$ cat config.mk
export PLATFORM = sky130hd
export DESIGN_NAME = cache_line_flat
export DESIGN_NICKNAME = d
export VERILOG_FILES = /design/src/rtl/cache_line_pkg.sv /design/src/rtl/cache_line_if.sv /design/src/rtl/cache_line_store.sv /design/src/rtl/cache_line.sv /design/src/flat_wrapper.sv
export SDC_FILE = /design/constraint.sdc
export NUM_CORES = 2
export LEC_CHECK = 0
export CAP_MARGIN = 10
export CORE_ASPECT_RATIO = 0.6
export CORE_MARGIN = 4
export CORE_UTILIZATION = 32
export CTS_CLUSTER_DIAMETER = 200
export CTS_CLUSTER_SIZE = 24
export DETAILED_ROUTE_END_ITERATION = 12
export GPL_TIMING_DRIVEN = 0
export PLACE_DENSITY = 0.46
export SLEW_MARGIN = 20
export SYNTH_ARGS = -nofsm -noshare
export SYNTH_HDL_FRONTEND = slang
export SYNTH_HIERARCHICAL = 1
export SYNTH_SLANG_ARGS = --single-unit
$ cat constraint.sdc
create_clock -name clk -period 3.6 [get_ports clk]
set_clock_uncertainty 0.2 [all_clocks]
set_input_delay 0.72 -clock clk [delete_from_list [all_inputs] [get_ports clk]]
set_output_delay 0.72 -clock clk [all_outputs]
set_load 0.1 [all_outputs]
$ cat src/rtl/cache_line_pkg.sv
`default_nettype none
// +--------------------------------------------------------------------+
// | cache_line_pkg : shared types and codes for the cache_line block   |
// | Rev 1.0                                                            |
// +--------------------------------------------------------------------+
package cache_line_pkg;

    localparam logic [1:0] WL_BYTE = 2'b00;
    localparam logic [1:0] WL_HALF = 2'b01;
    localparam logic [1:0] WL_WORD = 2'b10;

    typedef enum logic [1:0] {
        IDLE  = 2'd0,
        FILL  = 2'd1,
        FLUSH = 2'd2
    } state_t;

endpackage
`default_nettype wire

$ cat src/rtl/cache_line_if.sv
`default_nettype none
// +--------------------------------------------------------------------+
// | cache_line_if : request ports, controller and memory port bundle   |
// | Rev 1.0                                                            |
// +--------------------------------------------------------------------+
interface cache_line_if #(
    parameter int ADDRBITS    = 32,
    parameter int DATABITS    = 32,
    parameter int TTLBITS     = 8,
    parameter int WORDLENBITS = 2
);
    logic [ADDRBITS-1:0]    dcache_line_rdaddr;
    logic                   dcache_line_rdreq;
    logic                   dcache_line_out_valid;
    logic [ADDRBITS-1:0]    dcache_line_wraddr;
    logic [DATABITS-1:0]    dcache_line_in;
    logic [WORDLENBITS-1:0] dcache_line_in_wordlen;
    logic                   dcache_line_wrreq;
    logic [ADDRBITS-1:0]    icache_line_rdaddr;
    logic                   icache_line_rdreq;
    logic                   icache_line_out_valid;
    logic [DATABITS-1:0]    cache_line_out;
    logic                   cache_line_dirty;
    logic                   cache_line_miss;
    logic                   cache_line_flush;
    logic                   cache_line_fill;
    logic                   cache_line_pause;
    logic [TTLBITS-1:0]     cache_line_ttl;
    logic [ADDRBITS-1:0]    cache_new_region;
    logic                   cache_line_ready;
    logic [ADDRBITS-1:0]    mem_addr;
    logic [DATABITS-1:0]    mem_in;
    logic [DATABITS-1:0]    mem_out;
    logic                   mem_out_valid;
    logic                   mem_wrreq;
    logic                   mem_rdreq;

    modport master (
        output dcache_line_rdaddr, dcache_line_rdreq, dcache_line_wraddr, dcache_line_in,
               dcache_line_in_wordlen, dcache_line_wrreq, icache_line_rdaddr, icache_line_rdreq,
               cache_line_flush, cache_line_fill, cache_line_pause, cache_new_region,
               mem_out, mem_out_valid,
        input  dcache_line_out_valid, icache_line_out_valid, cache_line_out, cache_line_dirty,
               cache_line_miss, cache_line_ttl, cache_line_ready, mem_addr, mem_in,
               mem_wrreq, mem_rdreq
    );

    modport slave (
        input  dcache_line_rdaddr, dcache_line_rdreq, dcache_line_wraddr, dcache_line_in,
               dcache_line_in_wordlen, dcache_line_wrreq, icache_line_rdaddr, icache_line_rdreq,
               cache_line_flush, cache_line_fill, cache_line_pause, cache_new_region,
               mem_out, mem_out_valid,
        output dcache_line_out_valid, icache_line_out_valid, cache_line_out, cache_line_dirty,
               cache_line_miss, cache_line_ttl, cache_line_ready, mem_addr, mem_in,
               mem_wrreq, mem_rdreq
    );
endinterface
`default_nettype wire

$ cat src/rtl/cache_line_store.sv
`default_nettype none
// +--------------------------------------------------------------------+
// | cache_line_store : line word array, byte-lane writes, two reads    |
// | Rev 1.0                                                            |
// +--------------------------------------------------------------------+
module cache_line_store #(
    parameter int DATABITS = 32,
    parameter int IDXW     = 5
) (
    input  wire logic                  clk,
    input  wire logic [DATABITS/8-1:0] we_i,
    input  wire logic [IDXW-1:0]       widx_i,
    input  wire logic [DATABITS-1:0]   wdata_i,
    input  wire logic [IDXW-1:0]       ridx_i,
    output logic      [DATABITS-1:0]   rdata_o,
    input  wire logic [IDXW-1:0]       midx_i,
    output logic      [DATABITS-1:0]   mdata_o
);
    localparam int NB = DATABITS / 8;

    logic [DATABITS-1:0] mem_q [2**IDXW];

    // Storage is deliberately not reset; validity is tracked by the owner.
    always_ff @(posedge clk) begin
        for (int b = 0; b < NB; b++) begin
            if (we_i[b]) begin
                mem_q[widx_i][8*b +: 8] <= wdata_i[8*b +: 8];
            end
        end
    end

    assign rdata_o = mem_q[ridx_i];
    assign mdata_o = mem_q[midx_i];

endmodule
`default_nettype wire

$ cat src/rtl/cache_line.sv
`default_nettype none
// +--------------------------------------------------------------------+
// | cache_line : single cache line with d/i read, d write, fill, flush |
// | Rev 1.0                                                            |
// +--------------------------------------------------------------------+
module cache_line
    import cache_line_pkg::*;
#(
    parameter int ADDRBITS    = 32,
    parameter int DATABITS    = 32,
    parameter int LSBBITS     = 7,
    parameter int MAXLSBVALUE = 2**LSBBITS-4,
    parameter int TTLBITS     = 8,
    parameter int MAXTTL      = 2**TTLBITS-1,
    parameter int WORDLENBITS = 2
) (
    input  wire logic   clk,
    input  wire logic   reset_n,
    cache_line_if.slave bus
);
    localparam int                 IDXW     = LSBBITS - 2;
    localparam int                 TAGW     = ADDRBITS - LSBBITS;
    localparam int                 NB       = DATABITS / 8;
    localparam logic [IDXW-1:0]    LAST_IDX = IDXW'(MAXLSBVALUE >> 2);
    localparam logic [TTLBITS-1:0] TTL_MAX  = TTLBITS'(MAXTTL);

    state_t              state_q, state_d;
    logic [TAGW-1:0]     tag_q, tag_d;
    logic                valid_q, valid_d;
    logic                dirty_q, dirty_d;
    logic [IDXW-1:0]     idx_q, idx_d;
    logic [TTLBITS-1:0]  ttl_q, ttl_d;
    logic [DATABITS-1:0] out_q, out_d;
    logic                dval_q, dval_d;
    logic                ival_q, ival_d;

    logic                w_usable, w_dhit_rd, w_dhit_wr, w_ihit, w_any_hit, w_any_req;
    logic                w_step, w_last;
    logic [IDXW-1:0]     w_ridx, w_widx;
    logic [NB-1:0]       w_we;
    logic [DATABITS-1:0] w_wdata, w_rdata, w_mdata;

    assign w_usable  = (state_q == IDLE) && valid_q;
    assign w_dhit_rd = w_usable && bus.dcache_line_rdreq
                       && (bus.dcache_line_rdaddr[ADDRBITS-1:LSBBITS] == tag_q);
    assign w_dhit_wr = w_usable && bus.dcache_line_wrreq
                       && (bus.dcache_line_wraddr[ADDRBITS-1:LSBBITS] == tag_q);
    assign w_ihit    = w_usable && bus.icache_line_rdreq
                       && (bus.icache_line_rdaddr[ADDRBITS-1:LSBBITS] == tag_q);
    assign w_any_hit = w_dhit_rd || w_dhit_wr || w_ihit;
    assign w_any_req = bus.dcache_line_rdreq || bus.dcache_line_wrreq || bus.icache_line_rdreq;
    assign w_last    = (idx_q == LAST_IDX);
    // One word moves per unpaused cycle: a returned memory word in FILL, a written word in a dirty FLUSH.
    assign w_step    = !bus.cache_line_pause
                       && ((state_q == FILL) ? bus.mem_out_valid : ((state_q == FLUSH) && dirty_q));
    assign w_ridx    = w_dhit_rd ? bus.dcache_line_rdaddr[LSBBITS-1:2]
                                 : bus.icache_line_rdaddr[LSBBITS-1:2];

    always_comb begin
        w_we    = '0;
        w_widx  = bus.dcache_line_wraddr[LSBBITS-1:2];
        w_wdata = bus.dcache_line_in;
        if ((state_q == FILL) && w_step) begin
            w_we    = '1;
            w_widx  = idx_q;
            w_wdata = bus.mem_out;
        end else if (w_dhit_wr) begin
            case (bus.dcache_line_in_wordlen)
                WL_BYTE: begin
                    w_we    = NB'(1) << bus.dcache_line_wraddr[1:0];
                    w_wdata = {NB{bus.dcache_line_in[7:0]}};
                end
                WL_HALF: begin
                    w_we    = NB'(3) << {bus.dcache_line_wraddr[1], 1'b0};
                    w_wdata = {(NB/2){bus.dcache_line_in[15:0]}};
                end
                default: w_we = '1;
            endcase
        end
    end

    cache_line_store #(
        .DATABITS (DATABITS),
        .IDXW     (IDXW)
    ) u_store (
        .clk     (clk),
        .we_i    (w_we),
        .widx_i  (w_widx),
        .wdata_i (w_wdata),
        .ridx_i  (w_ridx),
        .rdata_o (w_rdata),
        .midx_i  (idx_q),
        .mdata_o (w_mdata)
    );

    always_ff @(posedge clk) begin
        if (!reset_n) state_q <= IDLE;
        else          state_q <= state_d;
    end

    always_comb begin
        state_d = state_q;
        case (state_q)
            IDLE:    if (bus.cache_line_flush)     state_d = FLUSH;
                     else if (bus.cache_line_fill) state_d = FILL;
            FILL:    if (w_step && w_last)         state_d = IDLE;
            FLUSH:   if (!dirty_q || (w_step && w_last)) state_d = IDLE;
            default: state_d = IDLE;
        endcase
    end

    always_comb begin
        tag_d   = tag_q;
        valid_d = valid_q;
        dirty_d = dirty_q;
        idx_d   = idx_q;
        out_d   = (w_dhit_rd || w_ihit) ? w_rdata : out_q;
        dval_d  = w_dhit_rd;
        ival_d  = w_ihit && !w_dhit_rd;
        if (w_any_hit)                   ttl_d = TTL_MAX;
        else if (valid_q && ttl_q != '0) ttl_d = ttl_q - 1'b1;
        else                             ttl_d = ttl_q;
        if (w_dhit_wr) dirty_d = 1'b1;
        case (state_q)
            IDLE: if (!bus.cache_line_flush && bus.cache_line_fill) begin
                tag_d   = bus.cache_new_region[ADDRBITS-1:LSBBITS];
                valid_d = 1'b0;
                idx_d   = '0;
            end
            FILL: if (w_step) begin
                idx_d = idx_q + 1'b1;
                if (w_last) begin
                    valid_d = 1'b1;
                    dirty_d = 1'b0;
                    ttl_d   = TTL_MAX;
                    idx_d   = '0;
                end
            end
            FLUSH: if (w_step) begin
                idx_d = idx_q + 1'b1;
                if (w_last) begin
                    dirty_d = 1'b0;
                    idx_d   = '0;
                end
            end
            default: idx_d = '0;
        endcase
    end

    always_ff @(posedge clk) begin
        if (!reset_n) begin
            tag_q   <= '0;
            valid_q <= 1'b0;
            dirty_q <= 1'b0;
            idx_q   <= '0;
            ttl_q   <= '0;
            out_q   <= '0;
            dval_q  <= 1'b0;
            ival_q  <= 1'b0;
        end else begin
            tag_q   <= tag_d;
            valid_q <= valid_d;
            dirty_q <= dirty_d;
            idx_q   <= idx_d;
            ttl_q   <= ttl_d;
            out_q   <= out_d;
            dval_q  <= dval_d;
            ival_q  <= ival_d;
        end
    end

    always_comb begin
        bus.cache_line_ready      = w_usable;
        bus.cache_line_miss       = w_usable && w_any_req && !w_any_hit;
        bus.mem_rdreq             = (state_q == FILL) && !bus.cache_line_pause;
        bus.mem_wrreq             = (state_q == FLUSH) && dirty_q && !bus.cache_line_pause;
        bus.mem_addr              = (state_q != IDLE) ? {tag_q, idx_q, 2'b00} : '0;
        bus.mem_in                = ((state_q == FLUSH) && dirty_q && !bus.cache_line_pause)
                                    ? w_mdata : '0;
        bus.cache_line_out        = out_q;
        bus.dcache_line_out_valid = dval_q;
        bus.icache_line_out_valid = ival_q;
        bus.cache_line_dirty      = dirty_q;
        bus.cache_line_ttl        = ttl_q;
    end

endmodule
`default_nettype wire

$ cat src/flat_wrapper.sv
// flat-port wrapper written by rule: the top's interface ports become plain ports
module cache_line_flat import cache_line_pkg::*;
#(
    parameter int ADDRBITS    = 32,
    parameter int DATABITS    = 32,
    parameter int LSBBITS     = 7,
    parameter int MAXLSBVALUE = 2**LSBBITS-4,
    parameter int TTLBITS     = 8,
    parameter int MAXTTL      = 2**TTLBITS-1,
    parameter int WORDLENBITS = 2
)
  (clk, reset_n, bus_dcache_line_rdaddr, bus_dcache_line_rdreq, bus_dcache_line_wraddr, bus_dcache_line_in, bus_dcache_line_in_wordlen, bus_dcache_line_wrreq, bus_icache_line_rdaddr, bus_icache_line_rdreq, bus_cache_line_flush, bus_cache_line_fill, bus_cache_line_pause, bus_cache_new_region, bus_mem_out, bus_mem_out_valid, bus_dcache_line_out_valid, bus_icache_line_out_valid, bus_cache_line_out, bus_cache_line_dirty, bus_cache_line_miss, bus_cache_line_ttl, bus_cache_line_ready, bus_mem_addr, bus_mem_in, bus_mem_wrreq, bus_mem_rdreq);
  cache_line_if #(.ADDRBITS(ADDRBITS), .DATABITS(DATABITS), .TTLBITS(TTLBITS), .WORDLENBITS(WORDLENBITS)) bus_i ();
  input  wire logic clk;
  input  wire logic reset_n;
  input wire logic [$bits(bus_i.dcache_line_rdaddr)-1:0] bus_dcache_line_rdaddr;
  input wire logic [$bits(bus_i.dcache_line_rdreq)-1:0] bus_dcache_line_rdreq;
  input wire logic [$bits(bus_i.dcache_line_wraddr)-1:0] bus_dcache_line_wraddr;
  input wire logic [$bits(bus_i.dcache_line_in)-1:0] bus_dcache_line_in;
  input wire logic [$bits(bus_i.dcache_line_in_wordlen)-1:0] bus_dcache_line_in_wordlen;
  input wire logic [$bits(bus_i.dcache_line_wrreq)-1:0] bus_dcache_line_wrreq;
  input wire logic [$bits(bus_i.icache_line_rdaddr)-1:0] bus_icache_line_rdaddr;
  input wire logic [$bits(bus_i.icache_line_rdreq)-1:0] bus_icache_line_rdreq;
  input wire logic [$bits(bus_i.cache_line_flush)-1:0] bus_cache_line_flush;
  input wire logic [$bits(bus_i.cache_line_fill)-1:0] bus_cache_line_fill;
  input wire logic [$bits(bus_i.cache_line_pause)-1:0] bus_cache_line_pause;
  input wire logic [$bits(bus_i.cache_new_region)-1:0] bus_cache_new_region;
  input wire logic [$bits(bus_i.mem_out)-1:0] bus_mem_out;
  input wire logic [$bits(bus_i.mem_out_valid)-1:0] bus_mem_out_valid;
  output wire logic [$bits(bus_i.dcache_line_out_valid)-1:0] bus_dcache_line_out_valid;
  output wire logic [$bits(bus_i.icache_line_out_valid)-1:0] bus_icache_line_out_valid;
  output wire logic [$bits(bus_i.cache_line_out)-1:0] bus_cache_line_out;
  output wire logic [$bits(bus_i.cache_line_dirty)-1:0] bus_cache_line_dirty;
  output wire logic [$bits(bus_i.cache_line_miss)-1:0] bus_cache_line_miss;
  output wire logic [$bits(bus_i.cache_line_ttl)-1:0] bus_cache_line_ttl;
  output wire logic [$bits(bus_i.cache_line_ready)-1:0] bus_cache_line_ready;
  output wire logic [$bits(bus_i.mem_addr)-1:0] bus_mem_addr;
  output wire logic [$bits(bus_i.mem_in)-1:0] bus_mem_in;
  output wire logic [$bits(bus_i.mem_wrreq)-1:0] bus_mem_wrreq;
  output wire logic [$bits(bus_i.mem_rdreq)-1:0] bus_mem_rdreq;
  assign bus_i.dcache_line_rdaddr = bus_dcache_line_rdaddr;
  assign bus_i.dcache_line_rdreq = bus_dcache_line_rdreq;
  assign bus_i.dcache_line_wraddr = bus_dcache_line_wraddr;
  assign bus_i.dcache_line_in = bus_dcache_line_in;
  assign bus_i.dcache_line_in_wordlen = bus_dcache_line_in_wordlen;
  assign bus_i.dcache_line_wrreq = bus_dcache_line_wrreq;
  assign bus_i.icache_line_rdaddr = bus_icache_line_rdaddr;
  assign bus_i.icache_line_rdreq = bus_icache_line_rdreq;
  assign bus_i.cache_line_flush = bus_cache_line_flush;
  assign bus_i.cache_line_fill = bus_cache_line_fill;
  assign bus_i.cache_line_pause = bus_cache_line_pause;
  assign bus_i.cache_new_region = bus_cache_new_region;
  assign bus_i.mem_out = bus_mem_out;
  assign bus_i.mem_out_valid = bus_mem_out_valid;
  assign bus_dcache_line_out_valid = bus_i.dcache_line_out_valid;
  assign bus_icache_line_out_valid = bus_i.icache_line_out_valid;
  assign bus_cache_line_out = bus_i.cache_line_out;
  assign bus_cache_line_dirty = bus_i.cache_line_dirty;
  assign bus_cache_line_miss = bus_i.cache_line_miss;
  assign bus_cache_line_ttl = bus_i.cache_line_ttl;
  assign bus_cache_line_ready = bus_i.cache_line_ready;
  assign bus_mem_addr = bus_i.mem_addr;
  assign bus_mem_in = bus_i.mem_in;
  assign bus_mem_wrreq = bus_i.mem_wrreq;
  assign bus_mem_rdreq = bus_i.mem_rdreq;
  cache_line #(.ADDRBITS(ADDRBITS), .DATABITS(DATABITS), .LSBBITS(LSBBITS), .MAXLSBVALUE(MAXLSBVALUE), .TTLBITS(TTLBITS), .MAXTTL(MAXTTL), .WORDLENBITS(WORDLENBITS)) u_core (.clk(clk), .reset_n(reset_n), .bus(bus_i));
endmodule
Word level (Yosys, flattened, before mapping)
Memories as Yosys holds them, arrays and structs flattened. A register that Yosys moved wholly into a read port is not among the register bits. Cells that the tools add are included.

Register bits: 44. RAM bits: 1024. Word-level logic and storage cells: 110. Memories: 1.

Mux-type cells: 43. Shift-type cells: 2. Eq/ne operators: 14. Reduce and logical (&&, ||, !) cells: 40. $add $sub $neg: 2.

Memory list: u_core.u_store.mem_q (words 32, bits a word 32, read ports 2, clocked after Yosys merged registers in 2, write ports 1, RTL line cache_line_store.sv:21) `logic [DATABITS-1:0] mem_q [2**IDXW];`.

Operators with widths (count): 2-to-1 mux 32 bit (4); == test 25 bit (3); one-hot mux 32 bit (2 select lines) (1); 2-to-1 mux 8 bit (5); 2-to-1 mux 5 bit (7); logical AND 1 bit (18); 2-to-1 mux 1 bit (16); one-hot mux 5 bit (2 select lines) (1); 2-to-1 mux 2 bit (4); 2-to-1 mux 4 bit (2); != test 2 x 1 -> 1 bit (second input constant) (4); one-hot mux 4 bit (2 select lines) (1); nonzero test 8 bit (1); subtractor 8 x 1 -> 8 bit (second input constant) (1); logical NOT 1 bit (6); logical OR 1 bit (6); one-hot mux 2 bit (3 select lines) (1); adder 5 x 1 -> 5 bit (second input constant) (1); == test 5 bit (second input constant) (1); == test 2 x 1 -> 1 bit (second input constant) (2); logical NOT 2 bit (2); != test 2 bit (second input constant) (2); AND reduction 2 bit (2); AND reduction 4 bit (1); other kinds (8) (9).

Logic depth before layout (Yosys ltp)
Depth after elaboration: 10. Mapped depth: 18. Depth with buffers taken out: 14.

Cells and area by module
The synthesis kept the hierarchy.

Modules (own cells, without submodules): cache_line_store (cells each 3528, area each 49637.6 um2, sequential area each 30749.5 um2, instances 1); cache_line (cells each 780, area each 5830.6 um2, sequential area each 1521.5 um2, instances 1).

Worst setup path before layout
No wires, ideal clock.

Path type: input -> register. Start point: in bus_cache_line_pause. End point: mem u_core.u_store.mem_q[11][0], enable pin. Library setup time: 0.332 ns. Path slack: -1.016 ns. Path buffers: 2. Data arrival time: 4.085 ns. Stages: 9. Cells stage by stage: nor2b_1 and2_1 clkbuf_1 clkbuf_1 nand2_1 nand2_1 or3b_2 nor2_1 and2_1.

RTL lines: start, declared (RTL line flat_wrapper.sv:26) `input wire logic [$bits(bus_i.cache_line_pause)-1:0] bus_cache_line_pause;`; logical NOT 1 bit (RTL line cache_line.sv:54) `assign w_step = !bus.cache_line_pause`; logical AND 1 bit (RTL line cache_line.sv:55) `&& ((state_q == FILL) ? bus.mem_out_valid : ((state_q == FLUSH) && dirty_q));`; logical AND 1 bit (RTL line cache_line.sv:63) `if ((state_q == FILL) && w_step) begin`; 2-to-1 mux 5 bit (RTL line cache_line.sv:63); named net u_core.w_widx[3] (RTL line cache_line.sv:39) `logic [IDXW-1:0] w_ridx, w_widx;`; end, declared (RTL line cache_line_store.sv:21).

The timed path passes the listed nets, and every way through them passes these cells.

==> impl_metrics.ini <==
[setup_path]
cpLargestDelayFamily = buffers and inverters
startpoint_type = flop
worstSetupPathType = reg2out
crit_fanout = 10
rrSetupSlack_ns = -0.22
worstPathArrival_ns = 3.01
crit_buf_inv = 4
required_ns = 2.68
cpMaxStageDelayCell = dfxtp_4
end_kind = output port
crit_chain = clkbuf_16, buf_12, buf_8, mux2i_4, a22oi_1, nand3_1, nand3_1, and2_2, buf_8
critPathMaxStageDelay_ns = 0.44

[power]
p_per_area_mw_per_mm2 = 370
leakagePower_nw = 23.6
peakVddDrop_uv = 391

[placement]
place_hpwl_mm = 197
place_ws_ns = -2.81
io_buffers = 299
place_inst = 6922
gp_congestion = 0.995

[global_route]
antenna_found_initial = 14
grt_max_degree = 33
grt_pass1_wl_mm = 336
grtUsageTotal_pct = 27.1
overflow = 0
grt_pass1_vias = 37921

[timing]
fin_crit_ns = 3.93
setup-violations-final = 114
worst_slack_ns = -0.325
rsz0062_at_grt = yes
relSlewSlack_pct = 16.5
drv_slew = 0
max_freq_ghz = 0.255
hold_ws_ns = 0.262
tightest_slew_ns = 1.25
post-route-period-util_pct = 109
final-hold-violation-count = 0

[clock_tree]
clk_pin_slew_worst_paths_ns = 0.10
cts.path.max_buffers = 3
cts_root_buf = clkbuf_16
cts.sinks = 1100
cts_buffers = 51
clock_latency_ns = 0.71
htreeDepth = 2
cts_tree = yes

[die]
start_util_pct = 32.2
chipHeight_um = 330
core_area_mm2 = 0.172
fp.dieW_um = 545
dieArea_mm2 = 0.180
ios = 314
fp-row-count = 118

[flow_run]
drv_cap = 0

[final_layout]
stdcell_count = 7088
nets = 4971
fillers = 16180
area_growth_pct = 26.0
final_cell_mix = 1024 x mux2i_1, 1024 x edfxtp_1, 348 x nand2_1
drive_gt1_share_pct = 24.0

[drt]
totalWireLength_mm = 258
viasPerCell = 5.87
detail-route-antenna-nets = 0
num_vias = 41574
wire_per_inst_um = 36.4
drc = 0
drt_iter0_drc = 5689
firstDrtPassIters = 6

[status]
status = complete, but fails checks
violations = setup timing

[synthesis]
ys_types = 59
synth_top_area_share_pct = 55.4
ys_ff_latch = 1100
syn_avg_cell_area_um2 = 12.9
synth_area_leader_cell = edfxtp_1
async_flop_share_pct = 0
synthTopCellsByArea = edfxtp_1 55%, mux2i_1 19%, dfxtp_1 2.7%
ys_warn_count = 6
ys_seq_area_share_pct = 58.2
synth_edf_count = 1024
synth_area_mm2 = 0.0555
synthCells = 4308
yosys_most_used_dff = edfxtp_1

[worst_hold_path]
hold_class = reg2reg
## routing by layer
layer	vias to the layer above	global-route usage [%]	wire, um
li1	17399	-	-
met1	21762	44.9	130000
met2	2151	34.2	93800
met3	252	7.40	29200
met4	10	4.13	5180
met5	-	0	64
## worst reg2reg max path, delay by kind of cell, from the launching register on
| family | cells | cell delay (ns) |
|---|---|---|
| buf+inv | 4 | 0.68 |
| compound gates | 2 | 0.45 |
| simple gates | 5 | 1.07 |
| flops | 1 | 0.42 |
| mux | 3 | 0.62 |
| xor+xnor | 1 | 0.24 |
## state kept, by name, summed over array words and instances (netlist names)
signal                            count
u_core/u_store/mem_q               1024
u_core/tag_q                         25
u_core/valid_q                        1
u_core/idx_q                          5
u_core/state_q                        2
u_core/bus.dcache_line_out_valid      1
u_core/bus.cache_line_out            32
u_core/bus.cache_line_ttl             8
u_core/bus.icache_line_out_valid      1
u_core/bus.cache_line_dirty           1
## worst paths after layout
path	start	endpoint	cells past startpoint
min reg2reg	u_core/bus.cache_line_out[8]	u_core/bus.cache_line_out[8]	2
min	u_core/bus.cache_line_out[8]	u_core/bus.cache_line_out[8]	2
max	u_core/idx_q[1]	bus_mem_in[0]	9
max reg2reg	u_core/tag_q[5]	u_core/bus.cache_line_out[28]	15
## area by class of cell
| cell class | instances | area (um^2) | area share [%] |
|---|---|---|---|
| flip-flops and latches | 1100 | 32300 | 46.3 |
| clock buffers | 93 | 1460 | 2.08 |
| multi-input cells | 2873 | 24900 | 35.7 |
| well taps | 2280 | 2850 | 4.08 |
| plain buffers | 311 | 3280 | 4.69 |
| diodes | 4 | 10.0 | 0.0143 |
| clock inverters | 3 | 55.1 | 0.0788 |
| inverters | 14 | 52.6 | 0.0752 |
| repair buffers | 410 | 4880 | 6.98 |
## per-stage QoR
stage / util (%) / TNS [ns] / total power, mW / area, um^2
after detailed placement: 36.2 / -2363.13 / 18.0 / 62500
after floorplan: - / -0.0952 / 16.2 / 55500
after CTS: 38.8 / -241.58 / 25.5 / 66900
after global placement: 35.6 / -3936.30 / 17.9 / 61300
after global routing: 40.5 / -18.34 / 26.6 / 69900
final: 40.5 / -15.54 / 25.8 / 69900
## what timing repair did
item | in CTS | in global routing
hold buffers | 0 | 0
setup endpoints to repair | 1849 | 1830
gates cloned | 2 | 9
setup buffers | 2 | 64
pin swaps | 22 | 127
gates resized for setup | 1052 | 680
## power breakdown
group          internal, mW  switching [mW]  total [mW]  leakage, nW
Clock                  2.85            4.34        7.19        0.715
Sequential             14.0          0.0734        14.1         9.84
Combinational          1.68            2.87        4.55         13.0
Total                  18.5            7.28        25.8         23.6
## synthesized netlist by cell type, types with 2 or more instances
library cell and n:
or3b_2 2, o21ai_0 12, nand3b_1 5, or2_2 6, inv_1 13, nand4_1 14, edfxtp_1 1024, nor3_1 66
buf_1 13, o21ai_1 12, nor2b_1 43, buf_4 54, nand2_1 382, ha_1 7, a22oi_1 193, a31oi_1 65
dfxtp_1 76, o2111ai_1 4, mux2i_1 1067, a41oi_1 31, nor2_1 64, xor2_1 44, o211ai_1 2, nor4_1 12
nand2b_1 19, and3_1 3, clkbuf_4 4, a21oi_1 234, a211oi_1 2, nor4_2 3, and2_1 169, buf_2 71
buf_6 45, mux2_2 5, clkbuf_1 133, o41ai_4 2, xnor2_1 32, o41ai_1 14, nand4b_1 5, nand3_1 202
and4_1 4, or4_1 6, a22o_1 128
## kinds of logic (layout without fill, tap and decap cells)
logic type	count (synthesis)	in the layout	synth area share (%)
flops	1100	1100	58.2
xor+xnor	77	77	1.23
fa+ha+maj	7	7	0.158
compound gates	705	705	8.71
buf+inv	336	831	3.46
simple gates	1010	1010	8.90
mux	1072	1072	19.4
other cells	1	6	0.00676
Power figures use the tool's default switching activity.
